`src/rtl/freq_meter_pkg.sv`:
```
// freq_meter_pkg: shared state encoding and default sizing for the frequency meter
package freq_meter_pkg;

    typedef enum logic [1:0] {
        IDLE    = 2'd0,
        MEASURE = 2'd1,
        REPORT  = 2'd2
    } fm_state_t;

    localparam int FM_CLK_HZ  = 100_000_000;
    localparam int FM_GATE_1S = 100_000_000;
    localparam int FM_CNT_W   = 27;

endpackage

```
`src/rtl/sync_rise_detect.sv`:
```
// sync_rise_detect: multi-flop synchronizer with a rising-edge detector and a suppressing load
module sync_rise_detect #(
    parameter int STAGES = 2
) (
    input  logic clk,
    input  logic rst,
    input  logic load,
    input  logic sig_in,
    output logic rise
);

    logic [STAGES-1:0] sync;
    logic              s_sync;
    logic              s_prev;

    assign s_sync = sync[STAGES-1];
    assign rise   = s_sync & ~s_prev & ~load;

    // shift sig_in through the chain; s_prev tracks the synchronized level one cycle late
    always_ff @(posedge clk or posedge rst) begin
        if (rst) begin
            sync   <= '0;
            s_prev <= 1'b0;
        end else begin
            sync   <= {sync[STAGES-2:0], sig_in};
            s_prev <= s_sync;
        end
    end

endmodule

```
`src/rtl/freq_meter.sv`:
```
// freq_meter: counts synchronized sig_in rising edges over a GATE_CYCLES window and reports them
module freq_meter
    import freq_meter_pkg::*;
#(
    parameter int GATE_CYCLES = FM_GATE_1S,
    parameter int CNT_W       = FM_CNT_W,
    parameter int SYNC_STAGES = 2
) (
    input  logic             clk,
    input  logic             rst,
    input  logic             en,
    input  logic             sig_in,
    output logic [CNT_W-1:0] freq_count,
    output logic             freq_valid,
    output logic             overflow,
    output logic             busy
);

    localparam int            GW   = $clog2(GATE_CYCLES);
    localparam logic [GW-1:0] LAST = GW'(GATE_CYCLES - 1);

    fm_state_t        state;
    logic [GW-1:0]    gate_cnt;
    logic [CNT_W-1:0] edge_cnt;
    logic [CNT_W-1:0] edge_nxt;
    logic             sat;
    logic             sat_nxt;
    logic             start;
    logic             rise;

    // a window opens from IDLE or straight out of REPORT whenever en is high
    assign start = (state != MEASURE) && en;
    assign busy  = state != IDLE;

    sync_rise_detect #(.STAGES(SYNC_STAGES)) u_sync (
        .clk    (clk),
        .rst    (rst),
        .load   (start),
        .sig_in (sig_in),
        .rise   (rise)
    );

    // saturating edge count including this cycle's rise
    always_comb begin
        edge_nxt = (rise && !(&edge_cnt)) ? edge_cnt + 1'b1 : edge_cnt;
        sat_nxt  = sat | (rise & (&edge_cnt));
    end

    // window sequencing; the result registers load on the last MEASURE cycle so they appear with freq_valid
    always_ff @(posedge clk or posedge rst) begin
        if (rst) begin
            state      <= IDLE;
            gate_cnt   <= '0;
            edge_cnt   <= '0;
            sat        <= 1'b0;
            freq_count <= '0;
            freq_valid <= 1'b0;
            overflow   <= 1'b0;
        end else begin
            freq_valid <= 1'b0;
            if (start) begin
                state    <= MEASURE;
                gate_cnt <= '0;
                edge_cnt <= '0;
                sat      <= 1'b0;
            end else if (state == REPORT || !en) begin
                state <= IDLE;
            end else begin
                gate_cnt <= gate_cnt + 1'b1;
                edge_cnt <= edge_nxt;
                sat      <= sat_nxt;
                if (gate_cnt == LAST) begin
                    state      <= REPORT;
                    freq_count <= edge_nxt;
                    overflow   <= sat_nxt;
                    freq_valid <= 1'b1;
                end
            end
        end
    end

endmodule

```
`config.mk`:
```
export PLATFORM = sky130hd
export DESIGN_NAME = freq_meter
export DESIGN_NICKNAME = d
export VERILOG_FILES = /design/src/rtl/freq_meter_pkg.sv /design/src/rtl/sync_rise_detect.sv /design/src/rtl/freq_meter.sv
export SDC_FILE = /design/constraint.sdc
export NUM_CORES = 1
export LEC_CHECK = 0
export CORE_UTILIZATION = 25
export CTS_CLUSTER_SIZE = 16
export DETAILED_ROUTE_END_ITERATION = 7
export SLEW_MARGIN = 20
export SYNTH_ARGS = -nofsm -noshare
export SYNTH_HDL_FRONTEND = slang
export SYNTH_SLANG_ARGS = --single-unit
```
`constraint.sdc`:
```
create_clock -name clk -period 4 [get_ports clk]
set_clock_uncertainty 0.1 [all_clocks]
set_input_delay 0.8 -clock clk [delete_from_list [all_inputs] [get_ports clk]]
set_output_delay 0.8 -clock clk [all_outputs]
set_load 0.005 [all_outputs]
```
==> results of run 1 <==
==> stage by stage <==
step	hold slack [ns]	instance area [um^2]	util, %	std cells	setup slack (ns)
final	0.263	5740	30.6	775	1.31
after global routing	0.278	5740	30.6	775	1.07
after CTS	0.262	5740	30.6	775	1.33
after detailed placement	0.241	5420	28.9	759	0.955
after global placement	0.249	5420	28.9	759	1.02
after floorplan	0.231	4810	-	508	0.793
==> routing by layer <==
metal  up-vias  global-route usage, %  share of wire (%)
li1       1931                      -                  -
met1      1894                   19.8                 51
met2        85                   18.7                 43
met3        16                   3.13                4.9
met4         0                   5.09                1.8
met5         -                      0                  0
==> flip-flops by register name, indices dropped and copies added, names as in the netlist <==
name / count
edge_cnt: 27
freq_count: 27
freq_valid: 1
gate_cnt: 27
overflow: 1
sat: 1
state: 2
u_sync.s_prev: 1
u_sync.sync: 2
==> path summary, 6_finish.rpt <==
kind                                 from             end  slack (ns)  cells past startpoint
setup reg to reg             edge_cnt[11]    edge_cnt[20]        1.40                      5
setup / recovery                       en     edge_cnt[1]        1.31                      6
hold / removal             u_sync.sync[0]  u_sync.sync[1]        0.26                      0
max in group asynchronous             rst     gate_cnt[5]        2.24                      3
min in group asynchronous             rst     edge_cnt[2]        0.85                      2
hold reg to reg            u_sync.sync[0]  u_sync.sync[1]        0.26                      0
==> power by group through the flow <==
stage	clock, mW	combinational, mW	sequential [mW]
detailed placement	0	0.137	0.963
CTS	0.966	0.139	0.946
floorplan	0	0.0767	0.959
finish	0.940	0.135	0.946
global placement	0	0.137	0.963
global route	1.00	0.152	0.950
==> layout make-up <==
| type | count | area, um^2 |
|---|---|---|
| Clock inverter | 5 | 85.1 |
| Tap cell | 234 | 293 |
| Clock buffer | 11 | 243 |
| Fill cell | 1958 | 13000 |
| Timing Repair Buffer | 42 | 410 |
| Inverter | 18 | 68.8 |
| Multi-Input combinational cell | 376 | 2420 |
| Sequential cell | 89 | 2230 |
==> cells in the final DEF, fill, tap and decap left out, types with 3 or more instances in the layout <==
cell type,instances
a21oi_1,25
a2bb2oi_1,4
a31oi_1,23
a41oi_1,3
and2_1,6
and3_1,8
and4_1,3
buf_4,8
clkbuf_16,9
clkdlybuf4s50_1,33
dfrtp_1,89
inv_1,16
mux2_2,3
mux2i_1,3
nand2_1,36
nand3_1,16
nand4_1,17
nor2_1,62
nor3_1,17
nor4_1,11
o2111ai_1,3
o211ai_1,5
o21ai_0,21
o31a_1,4
o31ai_1,3
or3_1,12
or4_1,7
xnor2_1,26
xor2_1,7
==> cell usage after synthesis, drive strengths merged (2+ instances only) <==
cell type  instances
dfrtp             89
nor2              63
nand2             36
xnor2             26
a21oi             25
o21ai             25
a31oi             23
nand4             19
nor3              19
inv               18
nand3             16
clkbuf            13
nor4              13
or3               13
buf               12
and3               8
o211ai             8
or4                8
xor2               7
and2               6
a2bb2oi            4
o31a               4
a41oi              3
and4               3
mux2               3
mux2i              3
o2111ai            3
o31ai              3
a2111oi            2
a31o               2
ha                 2
nand2b             2
nor2b              2
nor4b              2
o221ai             2
o22a               2
o22ai              2
or2                2
==> worst max-delay path, cell delays in order <==
cell,delay (ns)
clkdlybuf4s50_1,0.45
inv_2,0.27
o21ai_0,0.25
a31oi_1,0.59
o21ai_0,0.23
a32o_1,0.24
==> logic make-up (layout without fill, tap and decap cells) <==
family                     after synthesis  count (layout)  synth area share (%)
muxes                                    6               6                  1.33
buffers and inverters                   43              76                  3.90
and+or+nand+nor                        215             215                  23.9
DFF                                     89              89                  46.3
xor gates and xnor gates                33              33                  6.00
adders and majority gates                2               2                 0.520
AOI/OAI and AO/OA                      120             120                  18.1
==> qor.yml, run 1 <==
combPwrFrac_pct: 6.7
sw_frac_of_total_pct: 23.4
hold_viol: 0
area_growth_pct: 19.3
ant_nets: 0
crit_arrival_ns: 2.84
ir_drop_uv: 212
cts_buffer_depth: 2
syn_area_per_cell_um2: 9.48
start_util_pct: 25.7
io_pins: 34
power_density_nw_per_um2: 352
max_freq_mhz: 371
slew_headroom_pct: 42.9
grt_usage_pct: 13.4
core_um2: 18800
synth_nets: 514
cp_max_fo: 13
maxCapViolCount: 0
row_count: 50
rsz0062_at_grt: "no"
wl_mm: 12.3
slew_viol_final: 0
cts_root_buf: "clkbuf_16"
path_clk_slew_ns: 0.07
postCtsResizedCells: 0
viasPerCell: 5.07
intPower_mw: 1.55
synth_top_cells_by_area: "dfrtp_1 46%, nor2_1 4.9%, xnor2_1 4.7%"
worst_slew_pin_slew_ns: 0.849
ys.flop_type: "dfrtp_1"
synthArstFlopShare_pct: 100
htreeDepth: 3
vias: 3926
setup.worst_path.class: "in -> reg"
setup_violations: 0
synth_area_leader_cell: "dfrtp_1"
place_congestion: 0.813
cts_buffers: 9
yosys.area.top_type_share_pct: 46.3
ys_warn_count: 0
layout_min_cycle_time_ns: 2.69
wl_per_cell_um: 15.9
die_area_um2: 19800
pwr-share-seq_pct: 46.8
drt_iter0_markers: 279
power.net_switching_mw: 0.472
hold_class: "reg -> reg"
synth_area_um2: 4810
finalSetupTns_ns: 0
grt_max_degree: 47
crit_path_start_kind: "primary input"
synthDistinctLibCells: 70
dp_hpwl_mm: 8.28
cts_hold_buf: 0
syn-instance-count: 508
nNetsFinal: 542
route.detailed.drc: 0
clock_latency_ns: 0.36
clock_sinks: 89
drt-pass1-iter-count: 4
synth_edf_count: 0
cp-end-kind: "flip-flop"
cts_setup_buffers: 0
antenna_found_initial: 0
grt_pass1_wl_mm: 20.7
ys_ff_latch: 89
cts_tree: "done"
required_ns: 4.15
post-route-period-util_pct: 67.3
yosysSeqAreaShare_pct: 46.3
grt_pass1_vias: 3792
io_buffers: 33
drive_above_1_share_pct: 9.43
p_leak_nw: 2.21
die_w_um: 141
overflow: 0
fp.dieH_um: 141
total_power_mw: 2.02
clkPwrFrac_pct: 46.5
outcome: "finished, final reports clean"
diodes: 0
No activity file was read; power rests on OpenSTA's default activity.
==> inputs of run 2 (changes only) <==
==> constraint.sdc (replaced) <==
create_clock -name clk -period 2.85 [get_ports clk]
set_clock_uncertainty 0.1 [all_clocks]
set_input_delay 0.57 -clock clk [delete_from_list [all_inputs] [get_ports clk]]
set_output_delay 0.57 -clock clk [all_outputs]
set_load 0.005 [all_outputs]
==> qor.yml, run 2 (synthesis results as in run 1) <==
outcome: "finished, final reports clean"
route.detailed.drc: 0  # unchanged
dp_hpwl_mm: 8.53  # +2.9%
post-route-period-util_pct: 84.3
overflow: 0  # unchanged
die_area_um2: 19800  # unchanged
crit_slowest_cell: "or4_4"
grt_max_degree: 90  # +91%
maxCapViolCount: 0  # unchanged
drt-pass1-iter-count: 5  # +1
diodes: 0  # unchanged
hold_viol: 0  # unchanged
place_ws_ns: 0.0926  # -0.863 ns
dp_cells: 772  # +1.7%
grt_pass1_wl_mm: 20.7  # +0.14%
crit_arrival_ns: 2.55  # -0.29 ns
cts_root_buf: "clkbuf_16"
cts_buffer_depth: 2  # unchanged
critPathTopFamily: "simple AND/OR/NAND/NOR gates"
setup_ws_ns: 0.448  # -0.859 ns
wl_mm: 12.4  # +0.99%
grt_usage_pct: 13.3  # -0.12 points
grt_pass1_vias: 3772  # -0.53%
cts_setup_buffers: 0  # unchanged
viasPerCell: 5.01  # -1.0%
slew_viol_final: 0  # unchanged
worst-path-buf-inv: 0  # -2
cts_tree: "done"
core_um2: 18800  # unchanged
whs_path_depth: 0  # unchanged
cp-end-kind: "flip-flop"
io_pins: 34  # unchanged
ir_drop_uv: 252  # +19%
setup_violations: 0  # unchanged
vias: 3950  # +0.61%
most-common-layout-cells: "89 x dfrtp_1, 62 x nor2_1, 36 x nand2_1"
path_clk_slew_ns: 0.08  # about the same
layout_min_cycle_time_ns: 2.40
clock_latency_ns: 0.35  # about the same
die_w_um: 141  # unchanged
top_regs: "edge_cnt x27, freq_count x27, gate_cnt x27"
crit_path_start: "edge_cnt[2]"
rsz0062_at_grt: "no"
power_density_nw_per_um2: 472  # +34%
cts_buffers: 9  # unchanged
finalSetupTns_ns: 0  # unchanged
row_count: 50  # unchanged
start_util_pct: 25.7  # unchanged
clock_sinks: 89  # unchanged
crit_chain: "nand4_4 -> or4_4 -> o21ai_4 -> nor3_1 -> o22a_1"
setup.worst_path.class: "reg -> reg"
cp_max_fo: 17  # +4
io_buffers: 33  # unchanged
worst_slew_pin_slew_ns: 0.695  # -0.154 ns
cp_slowest_stage_delay_ns: 0.66  # +0.07 ns
p_leak_nw: 2.26  # +2.4%
drt_iter0_markers: 303  # +8.6%
wl_per_cell_um: 15.8  # -0.67%
rr_worst_depth: 5  # unchanged
nNetsFinal: 555  # +2.4%
htreeDepth: 3  # unchanged
slew_headroom_pct: 53.5  # +11 points
fin_hold_ws_ns: 0.251  # -0.0128 ns
hold_start: "u_sync.sync[0]"
postCtsResizedCells: 0  # unchanged
ant_nets: 0  # unchanged
required_ns: 3.00  # -1.15 ns
final_common_cell: "dfrtp_1"
antenna_found_initial: 0  # unchanged
max_freq_mhz: 416
cp_num_cells: 5  # -1
drive_above_1_share_pct: 11.7  # +2.3 points
cts_hold_buf: 0  # unchanged
r2r_start: "edge_cnt[2]"
hold_class: "reg -> reg"
place_congestion: 0.846  # +4.1%
total_power_mw: 2.76  # +37%
area_growth_pct: 21.4
fp.dieH_um: 141  # unchanged
crit_path_start_kind: "flip-flop"
stdcell_count: 788  # +1.7%
run 2: cell type report:
class	instances	area [um^2]
multi-input cells	376	2420
fillers	1950	12900
flip-flops and latches	89	2230
repair buffers	55	533
inverters	18	71.3
clock inverters	7	78.8
well taps	234	293
clock buffers	9	225
run 2: where the power goes:
part           internal [mW]  switching (mW)
combinational         0.0854           0.114
clock                  0.689           0.544
sequential              1.30          0.0319
total                   2.07           0.689
run 2: path summary, 6_finish.rpt:
kind	end	slack, ns
setup / recovery	edge_cnt[15]	0.45
hold / removal	u_sync.sync[1]	0.25
setup reg to reg	edge_cnt[15]	0.45
hold reg to reg	u_sync.sync[1]	0.25
max in group asynchronous	freq_count[23]	1.64
min in group asynchronous	edge_cnt[15]	0.57
run 2: routing by layer:
metal  global-route usage [%]  wire [um]  share of wire, %  up-vias
met5                        0          0                 0        -
met4                     3.38        166               1.3        0
met3                     3.33        454               3.7        8
met2                     19.9       5440                44       76
met1                     19.0       6360                51     1906
li1                         -          -                 -     1960
run 2: metrics by stage:
step           instance area, um^2  util (%)
2_1_floorplan                 4820         -
3_3_place_gp                  5540      29.5
3_5_place_dp                  5540      29.5
4_1_cts                       5850      31.1
5_1_grt                       5850      31.1
6_report                      5850      31.1
run 2: worst register-to-register path: stages (launching register included):
cell	delay [ns]
dfrtp_1	0.53
nand4_4	0.25
or4_4	0.66
o21ai_4	0.43
nor3_1	0.12
o22a_1	0.21
